[src/rtl/proc_pkg.sv]
// Shared opcode constants and controller state encoding for the simple processor core.
package proc_pkg;

    typedef enum logic [2:0] {
        FETCH,
        IMM,
        MOVE,
        LOADA,
        CALC,
        WB
    } state_e;

    localparam logic [2:0] OP_NOP = 3'b000;
    localparam logic [2:0] OP_LDI = 3'b001;
    localparam logic [2:0] OP_MOV = 3'b010;
    localparam logic [2:0] OP_ADD = 3'b011;
    localparam logic [2:0] OP_SUB = 3'b100;
    localparam logic [2:0] OP_AND = 3'b101;
    localparam logic [2:0] OP_OR  = 3'b110;
    localparam logic [2:0] OP_XOR = 3'b111;

    function automatic logic is_arith(input logic [2:0] op);
        return (op == OP_ADD) || (op == OP_SUB);
    endfunction

endpackage

[src/rtl/proc_alu.sv]
// Combinational ALU: add/sub with carry-out (borrow on SUB), bitwise logic ops.
module proc_alu
    import proc_pkg::*;
#(
    parameter int DATA_W = 16
) (
    input  logic [DATA_W-1:0] a,
    input  logic [DATA_W-1:0] b,
    input  logic [2:0]        op,
    output logic [DATA_W-1:0] g,
    output logic              cout
);

    logic [DATA_W:0] wide;

    always_comb begin
        wide = '0;
        case (op)
            OP_ADD:  wide = {1'b0, a} + {1'b0, b};
            // The extra MSB of the subtraction is set exactly when a < b (borrow).
            OP_SUB:  wide = {1'b0, a} - {1'b0, b};
            OP_AND:  wide = {1'b0, a & b};
            OP_OR:   wide = {1'b0, a | b};
            OP_XOR:  wide = {1'b0, a ^ b};
            default: wide = '0;
        endcase
        g    = wide[DATA_W-1:0];
        cout = wide[DATA_W];
    end

endmodule

[src/rtl/simple_proc_core.sv]
// Multi-cycle register-file processor core: fetch/immediate/move/ALU sequencing with debug readout.
//   state | meaning
//   FETCH | idle, accept next instruction word
//   IMM   | wait for immediate word of LDI, write Rx
//   MOVE  | Rx <= Ry
//   LOADA | A <= Rx
//   CALC  | G <= A op Ry, update carry on ADD/SUB
//   WB    | Rx <= G
module simple_proc_core
    import proc_pkg::*;
#(
    parameter  int DATA_W = 16,
    parameter  int NREG   = 8,
    localparam int RW     = $clog2(NREG),
    localparam int IW     = 3 + 2 * RW,
    localparam int WW     = (IW > DATA_W) ? IW : DATA_W
) (
    input  logic              clk,
    input  logic              rst,
    input  logic              in_valid,
    input  logic [WW-1:0]     in_word,
    output logic              in_ready,
    output logic              done,
    output logic              carry,
    output logic              zero,
    input  logic [RW-1:0]     dbg_sel,
    output logic [DATA_W-1:0] dbg_data
);

    state_e            state_q, state_d;
    logic [2:0]        op_q, op_d;
    logic [RW-1:0]     rx_q, rx_d, ry_q, ry_d;
    logic [DATA_W-1:0] a_q, a_d, g_q, g_d;
    logic [DATA_W-1:0] regs_q [NREG];
    logic [DATA_W-1:0] regs_d [NREG];
    logic              carry_q, carry_d, zero_q, zero_d, done_q, done_d;
    logic              run_q;
    logic [DATA_W-1:0] dbg_q, dbg_d;

    logic              accept, we;
    logic [DATA_W-1:0] wdata, alu_g;
    logic              alu_cout;

    proc_alu #(.DATA_W(DATA_W)) u_alu (
        .a    (a_q),
        .b    (regs_q[ry_q]),
        .op   (op_q),
        .g    (alu_g),
        .cout (alu_cout)
    );

    // run_q holds in_ready low until the first edge after reset is released.
    assign in_ready = run_q && ((state_q == FETCH) || (state_q == IMM));
    assign accept   = in_valid && in_ready;

    always_comb begin
        state_d = state_q;
        op_d    = op_q;
        rx_d    = rx_q;
        ry_d    = ry_q;
        a_d     = a_q;
        g_d     = g_q;
        carry_d = carry_q;
        zero_d  = zero_q;
        done_d  = 1'b0;
        regs_d  = regs_q;
        we      = 1'b0;
        wdata   = '0;
        case (state_q)
            FETCH: begin
                if (accept) begin
                    op_d = in_word[IW-1 -: 3];
                    rx_d = in_word[2*RW-1 -: RW];
                    ry_d = in_word[RW-1:0];
                    case (in_word[IW-1 -: 3])
                        OP_NOP:  done_d  = 1'b1;
                        OP_LDI:  state_d = IMM;
                        OP_MOV:  state_d = MOVE;
                        default: state_d = LOADA;
                    endcase
                end
            end
            IMM: begin
                if (accept) begin
                    we      = 1'b1;
                    wdata   = in_word[DATA_W-1:0];
                    state_d = FETCH;
                end
            end
            MOVE: begin
                we      = 1'b1;
                wdata   = regs_q[ry_q];
                state_d = FETCH;
            end
            LOADA: begin
                a_d     = regs_q[rx_q];
                state_d = CALC;
            end
            CALC: begin
                g_d = alu_g;
                if (is_arith(op_q)) carry_d = alu_cout;
                state_d = WB;
            end
            WB: begin
                we      = 1'b1;
                wdata   = g_q;
                state_d = FETCH;
            end
            default: state_d = FETCH;
        endcase
        if (we) begin
            regs_d[rx_q] = wdata;
            zero_d       = (wdata == '0);
            done_d       = 1'b1;
        end
        // Forward the write so dbg_data shows the new value in the done cycle.
        dbg_d = (we && (rx_q == dbg_sel)) ? wdata : regs_q[dbg_sel];
    end

    always_ff @(posedge clk or negedge rst) begin
        if (!rst) begin
            state_q <= FETCH;
            op_q    <= OP_NOP;
            rx_q    <= '0;
            ry_q    <= '0;
            a_q     <= '0;
            g_q     <= '0;
            carry_q <= 1'b0;
            zero_q  <= 1'b0;
            done_q  <= 1'b0;
            run_q   <= 1'b0;
            dbg_q   <= '0;
            for (int i = 0; i < NREG; i++) regs_q[i] <= '0;
        end else begin
            state_q <= state_d;
            op_q    <= op_d;
            rx_q    <= rx_d;
            ry_q    <= ry_d;
            a_q     <= a_d;
            g_q     <= g_d;
            carry_q <= carry_d;
            zero_q  <= zero_d;
            done_q  <= done_d;
            run_q   <= 1'b1;
            dbg_q   <= dbg_d;
            for (int i = 0; i < NREG; i++) regs_q[i] <= regs_d[i];
        end
    end

    assign done     = done_q;
    assign carry    = carry_q;
    assign zero     = zero_q;
    assign dbg_data = dbg_q;

endmodule
[config.mk]
export PLATFORM = sky130hd
export DESIGN_NAME = simple_proc_core
export DESIGN_NICKNAME = d
export VERILOG_FILES = /design/src/rtl/proc_pkg.sv /design/src/rtl/proc_alu.sv /design/src/rtl/simple_proc_core.sv
export SDC_FILE = /design/constraint.sdc
export NUM_CORES = 1
export LEC_CHECK = 0
export CAP_MARGIN = 20
export CORE_ASPECT_RATIO = 0.9
export CORE_MARGIN = 5
export CORE_UTILIZATION = 45
export CTS_CLUSTER_SIZE = 16
export DETAILED_ROUTE_END_ITERATION = 6
export SYNTH_ARGS = -nofsm -noshare
export SYNTH_HDL_FRONTEND = slang
export SYNTH_SLANG_ARGS = --single-unit
[constraint.sdc]
create_clock -name clk -period 9.55 [get_ports clk]
set_input_delay 1.91 -clock clk [delete_from_list [all_inputs] [get_ports clk]]
set_output_delay 1.91 -clock clk [all_outputs]
set_load 0.01 [all_outputs]
==> results.json, run 1 <==
{
  "grt_pass1_wl_um": 59200,
  "fin_util_pct": 50.6,
  "cts_sinks": 192,
  "ant_nets": 0,
  "clk_pin_slew_ns": 0.08,
  "wire_per_inst_um": 23.8,
  "die_x_um": 184,
  "p_leak_nw": 5.85,
  "routed_via_density": 6.19,
  "synth-edff-count": 0,
  "post_cts_resized": 0,
  "rsz0062_at_grt": "no",
  "yosysUniqueCellTypes": 69,
  "slew_headroom_pct": 6.99,
  "cts_buffer_depth": 2,
  "arrival_ns": 5.04,
  "crit_path_start_kind": "register",
  "hpwl_um": 24300,
  "cts_tree": "yes",
  "hold_start": "carry",
  "cp_cell_sequence": "buf_4, mux4_1, mux2i_1, inv_1, nor4b_1, a21oi_1, xnor2_1, ha_1, or3_1, a311o_1, o211ai_1, xor2_1, o21ai_0",
  "rr_startpoint": "ry_q[1]",
  "fin_area_um2": 13600,
  "grt_pass1_vias": 9645,
  "ctsHtreeMaxLevel": 4,
  "synth_top_cell_by_area": "dfrtp_1",
  "fin_skew_ns": 0.0146,
  "end_kind": "register",
  "io_buffers": 41,
  "min_path_type": "reg2reg",
  "required_ns": 9.84,
  "final_common_cell": "dfrtp_1",
  "wl_met1_um": 17600,
  "drive_gt1_share_pct": 16.6,
  "async_flop_share_pct": 100,
  "drt_iter0_drc": 1160,
  "cts-buffers-inserted": 17,
  "area_growth_pct": 11.5,
  "antenna_found_initial": 0,
  "first_pass_iters": 5,
  "worstMarginPinSlew_ns": 1.40,
  "postPlaceCellArea_um2": 13000,
  "nFillCells": 2405,
  "place_congestion": 0.865,
  "ys_seq_area_share_pct": 39.4,
  "ctsHoldBuffers": 0,
  "syn-mean-instance-area_um2": 9.97,
  "hold_viol": 0,
  "synth_area_um2": 12200,
  "grt_max_degree": 89,
  "synth_ff_type": "dfrtp_1",
  "ir_drop_mv": 0.207,
  "fp-row-count": 57,
  "rrSetupSlack_ns": 4.81,
  "post-cts-setup-buffers": 0,
  "path_delay_family": "multiplexers",
  "root_buffer": "clkbuf_16",
  "slowest_delay_ns": 0.67,
  "routed_wl_um": 38100,
  "core_um2": 26900,
  "io_pins": 42,
  "outcome": "finished clean",
  "cp_num_buf_inv": 2,
  "holdWs_ns": 0.490,
  "r2r_end": "carry",
  "clk_latency_ns": 0.45,
  "power_density_nw_per_um2": 413,
  "initial_utilization_pct": 45.4,
  "cp_slowest_cell": "nor4b_1",
  "route.detailed.drc": 0,
  "min_path_cells": 2,
  "final_cell_mix": "dfrtp_1 (188), nand2_1 (180), o21ai_0 (156), a21oi_1 (64)",
  "highest_layer": "met4",
  "gr-total-overflow": 0,
  "wl_met2_um": 16900,
  "cp_max_fo": 32,
  "slew_viol_final": 0,
  "worstHoldEndpoint": "carry",
  "vias": 9897,
  "r2r_cells": 13,
  "synthTopCellsByArea": "dfrtp_1 (39%), mux4_2 (9.8%), o21ai_0 (6.4%)",
  "die-height_um": 166,
  "power.total_mw": 5.62,
  "finalSetupViolCount": 0,
  "route.met3.wl_um": 2870,
  "synthCells": 1223,
  "synth_seq_cells": 192,
  "track_usage_pct": 25.1,
  "synth_top_area_share_pct": 39.4,
  "fmax_mhz": 211,
  "syn-num-nets": 1296,
  "min_period_ns": 4.74,
  "die_area_um2": 30500,
  "maxCapViolations": 0,
  "fin_setup_tns_ns": 0,
  "fin_nets": 1304,
  "diodes": 0,
  "critPathKind": "reg2reg",
  "yosys_warnings": 0,
  "period_share_pct": 49.7
}
-- registers in the layout (all words and copies together) (netlist names) --
register,cells
a_q,16
g_q,16
rx_q,3
done,1
run_q,1
op_q,3
regs_q,128
zero,1
state_q,3
carry,1
dbg_data,16
ry_q,3
-- kinds of logic (layout without fill, tap and decap cells) --
group / count (synthesis) / in the layout / synth area share (%)
AOI/OAI and AO/OA: 324 / 324 / 16.1
xor gates and xnor gates: 27 / 27 / 1.94
adders and majority gates: 51 / 51 / 5.29
buffers and inverters: 128 / 149 / 4.26
DFF: 192 / 192 / 39.4
muxes: 166 / 166 / 21.0
other: 1 / 1 / 0.0307
and+or+nand+nor: 334 / 334 / 12.0
-- metal layers --
metal / GRT usage, % / vias to the layer above
met5: 0 / -
met4: 5.99 / 0
met3: 4.91 / 55
met2: 37.8 / 403
met1: 37.5 / 4939
li1: - / 4500
-- cells in the mapped netlist (23+ instances only) --
master and n:
dfrtp_1 192, nand2_1 180, o21ai_0 156, a21oi_1 64, mux2_2 61, nor2_1 61
clkbuf_1 60, mux4_2 53, ha_1 50, mux2i_1 40, inv_1 34, buf_1 25
a22oi_1 23
-- where the power goes --
part / internal, mW / switching, mW / total [mW]
registers: 1.11 / 0.317 / 1.43
clock network: 0.383 / 0.371 / 0.753
logic: 1.49 / 1.94 / 3.44
-- tightest hold or removal path: stages, from the launching register on --
cell and delay (ns):
dfrtp_1 0.34, nand2_1 0.04, o21ai_0 0.06
-- final cells by class --
| class | count | area (um2) | area share, % |
|---|---|---|---|
| clock buffers | 18 | 439 | 3.23 |
| clock inverters | 14 | 170 | 1.25 |
| inverters | 35 | 131 | 0.966 |
| multi-input cells | 903 | 6890 | 50.7 |
| flip-flops and latches | 192 | 4810 | 35.4 |
| well taps | 354 | 443 | 3.26 |
| repair buffers | 82 | 717 | 5.27 |
-- worst max path at each step --
stage	from	end	slack, ns	cells after the start
CTS	ry_q[1]	carry	4.87	13
finish	ry_q[1]	carry	4.81	13
detailed placement	in_valid	zero	4.51	6
global placement	in_valid	zero	4.65	6
global route	ry_q[1]	carry	4.50	13
floorplan	ry_q[1]	g_q[15]	5.50	15
-- metrics by stage --
stage / cells / setup WS, ns
floorplan: 1223 / 5.50
global placement: 1566 / 4.65
detailed placement: 1566 / 4.51
CTS: 1598 / 4.87
global route: 1598 / 4.50
finish: 1598 / 4.81
(Power assumes the default switching activity.)
==> run 2, diff against run 1 <==
- clock period: 9.55 -> 4.6 ns (I/O delays scaled with it)
==> results.json, run 2 (synthesis gave the netlist of run 1 again) <==
{
  "fin_skew_ns": 0.0199,
  "cts_sinks": 192,
  "route.detailed.drc": 4,
  "rr_startpoint": "ry_q[1]",
  "vias": 9982,
  "fin_nets": 1329,
  "cts-buffers-inserted": 17,
  "end_kind": "register",
  "routed_via_density": 6.15,
  "place_congestion": 0.936,
  "fin_setup_tns_ns": 0,
  "outcome": "complete, but fails checks",
  "top_register": "regs_q",
  "fmax_mhz": 229,
  "routed_wl_um": 37500,
  "slew_headroom_pct": 40.7,
  "first_pass_iters": 7,
  "hpwl_um": 26300,
  "period_share_pct": 94.9,
  "io_pins": 42,
  "ctsHoldBuffers": 0,
  "grt_max_degree": 82,
  "slowest_delay_ns": 0.58,
  "cts_tree": "yes",
  "die_area_um2": 30500,
  "io_buffers": 41,
  "maxCapViolations": 0,
  "fin_area_um2": 13900,
  "initial_utilization_pct": 45.4,
  "track_usage_pct": 24.7,
  "wire_per_inst_um": 23.1,
  "die-height_um": 166,
  "critPathKind": "reg2reg",
  "rsz0062_at_grt": "no",
  "cts_buffer_depth": 2,
  "final_common_cell": "dfrtp_1",
  "postPlaceCellArea_um2": 13300,
  "slew_viol_final": 0,
  "die_x_um": 184,
  "drt_iter0_drc": 1106,
  "diodes": 0,
  "post_cts_resized": 0,
  "startpoint": "ry_q[1]",
  "cp_cell_sequence": "mux4_2, mux2i_2, ha_1, nor2_1, xnor2_1, ha_1, o21a_1, o31a_1, or4_1, a211o_1, and4_1, o31a_1, o31ai_1",
  "post-cts-setup-buffers": 0,
  "largest_reg_flops": 128,
  "cp_max_fo": 7,
  "area_growth_pct": 13.6,
  "grt_pass1_wl_um": 58500,
  "ctsHtreeMaxLevel": 4,
  "required_ns": 4.95,
  "arrival_ns": 4.72,
  "root_buffer": "clkbuf_16",
  "grt_pass1_vias": 9621,
  "fp-row-count": 57,
  "final_cell_mix": "dfrtp_1 (188), nand2_1 (180), o21ai_0 (156), a21oi_1 (64)",
  "min_period_ns": 4.37,
  "clk_latency_ns": 0.46,
  "rrSetupSlack_ns": 0.23,
  "core_um2": 26900,
  "finalSetupViolCount": 0,
  "worstMarginPinSlew_ns": 0.890,
  "min_path_type": "in2async",
  "cp_slowest_cell": "dfrtp_1",
  "clk_pin_slew_ns": 0.08,
  "crit_path_start_kind": "register",
  "power_density_nw_per_um2": 852,
  "gr-total-overflow": 0,
  "ir_drop_mv": 0.335,
  "ant_nets": 0,
  "drive_gt1_share_pct": 18.2,
  "p_leak_nw": 5.99,
  "antenna_found_initial": 0,
  "hold_viol": 0,
  "violations": "design-rule violations"
}
run 2: cell count changes in the layout (fill, tap and decap cells not counted), sizes merged:
cell | previous run | this run
buf | 42 | 67
inv | 41 | 46
clkinv | 5 | 3
bufinv | 1 | 0
clkbuf | 19 | 18
clkinvlp | 2 | 1
run 2: final cells by class:
class | count | area [um2]
Clock buffer | 17 | 425
Inverter | 35 | 131
Clock inverter | 15 | 178
Fill cell | 2465 | 13000
Sequential cell | 192 | 4810
Multi-Input combinational cell | 903 | 6890
Timing Repair Buffer | 107 | 980
Tap cell | 354 | 443
run 2: worst max-delay path, delay by kind of cell, from the launching register on:
family / cells / cell delay [ns]
mux: 2 / 0.90
fa+ha+maj: 2 / 0.65
simple gates: 3 / 0.80
flops: 1 / 0.58
compound gates: 5 / 1.16
xor+xnor: 1 / 0.15
run 2: path summary, 6_finish.rpt:
| check | depth (start not counted) | to |
|---|---|---|
| setup / recovery | 13 | g_q[15] |
| hold / removal | 1 | state_q[2] |
| setup reg to reg | 13 | g_q[15] |
| hold reg to reg | 2 | carry |
| max in group asynchronous | 2 | regs_q[110] |
| min in group clk | 2 | carry |
run 2: per-layer routing:
layer	vias up	track usage, %	part of all wire [%]
li1	4548	-	-
met2	410	36.6	44
met1	4972	36.4	46
met3	52	6.35	8.1
met4	0	6.02	1.9
met5	-	0	0
run 2: where the power goes:
part | internal, mW | switching [mW]
combinational | 3.24 | 3.86
sequential | 2.30 | 0.856
clock | 0.746 | 0.807
run 2: through the flow:
| stage | setup WS (ns) | hold WS (ns) | util, % | power, mW | cells |
|---|---|---|---|---|---|
| after detailed placement | 0.290 | 0.471 | 49.3 | 10.1 | 1591 |
| after CTS | 0.238 | 0.442 | 51.5 | 11.7 | 1623 |
| final | 0.233 | 0.417 | 51.5 | 11.8 | 1623 |
| after floorplan | 0.549 | 0.449 | - | 8.09 | 1223 |
| after global routing | 0.0360 | 0.465 | 51.5 | 12.7 | 1623 |
| after global placement | 0.382 | 0.467 | 49.3 | 10.1 | 1591 |
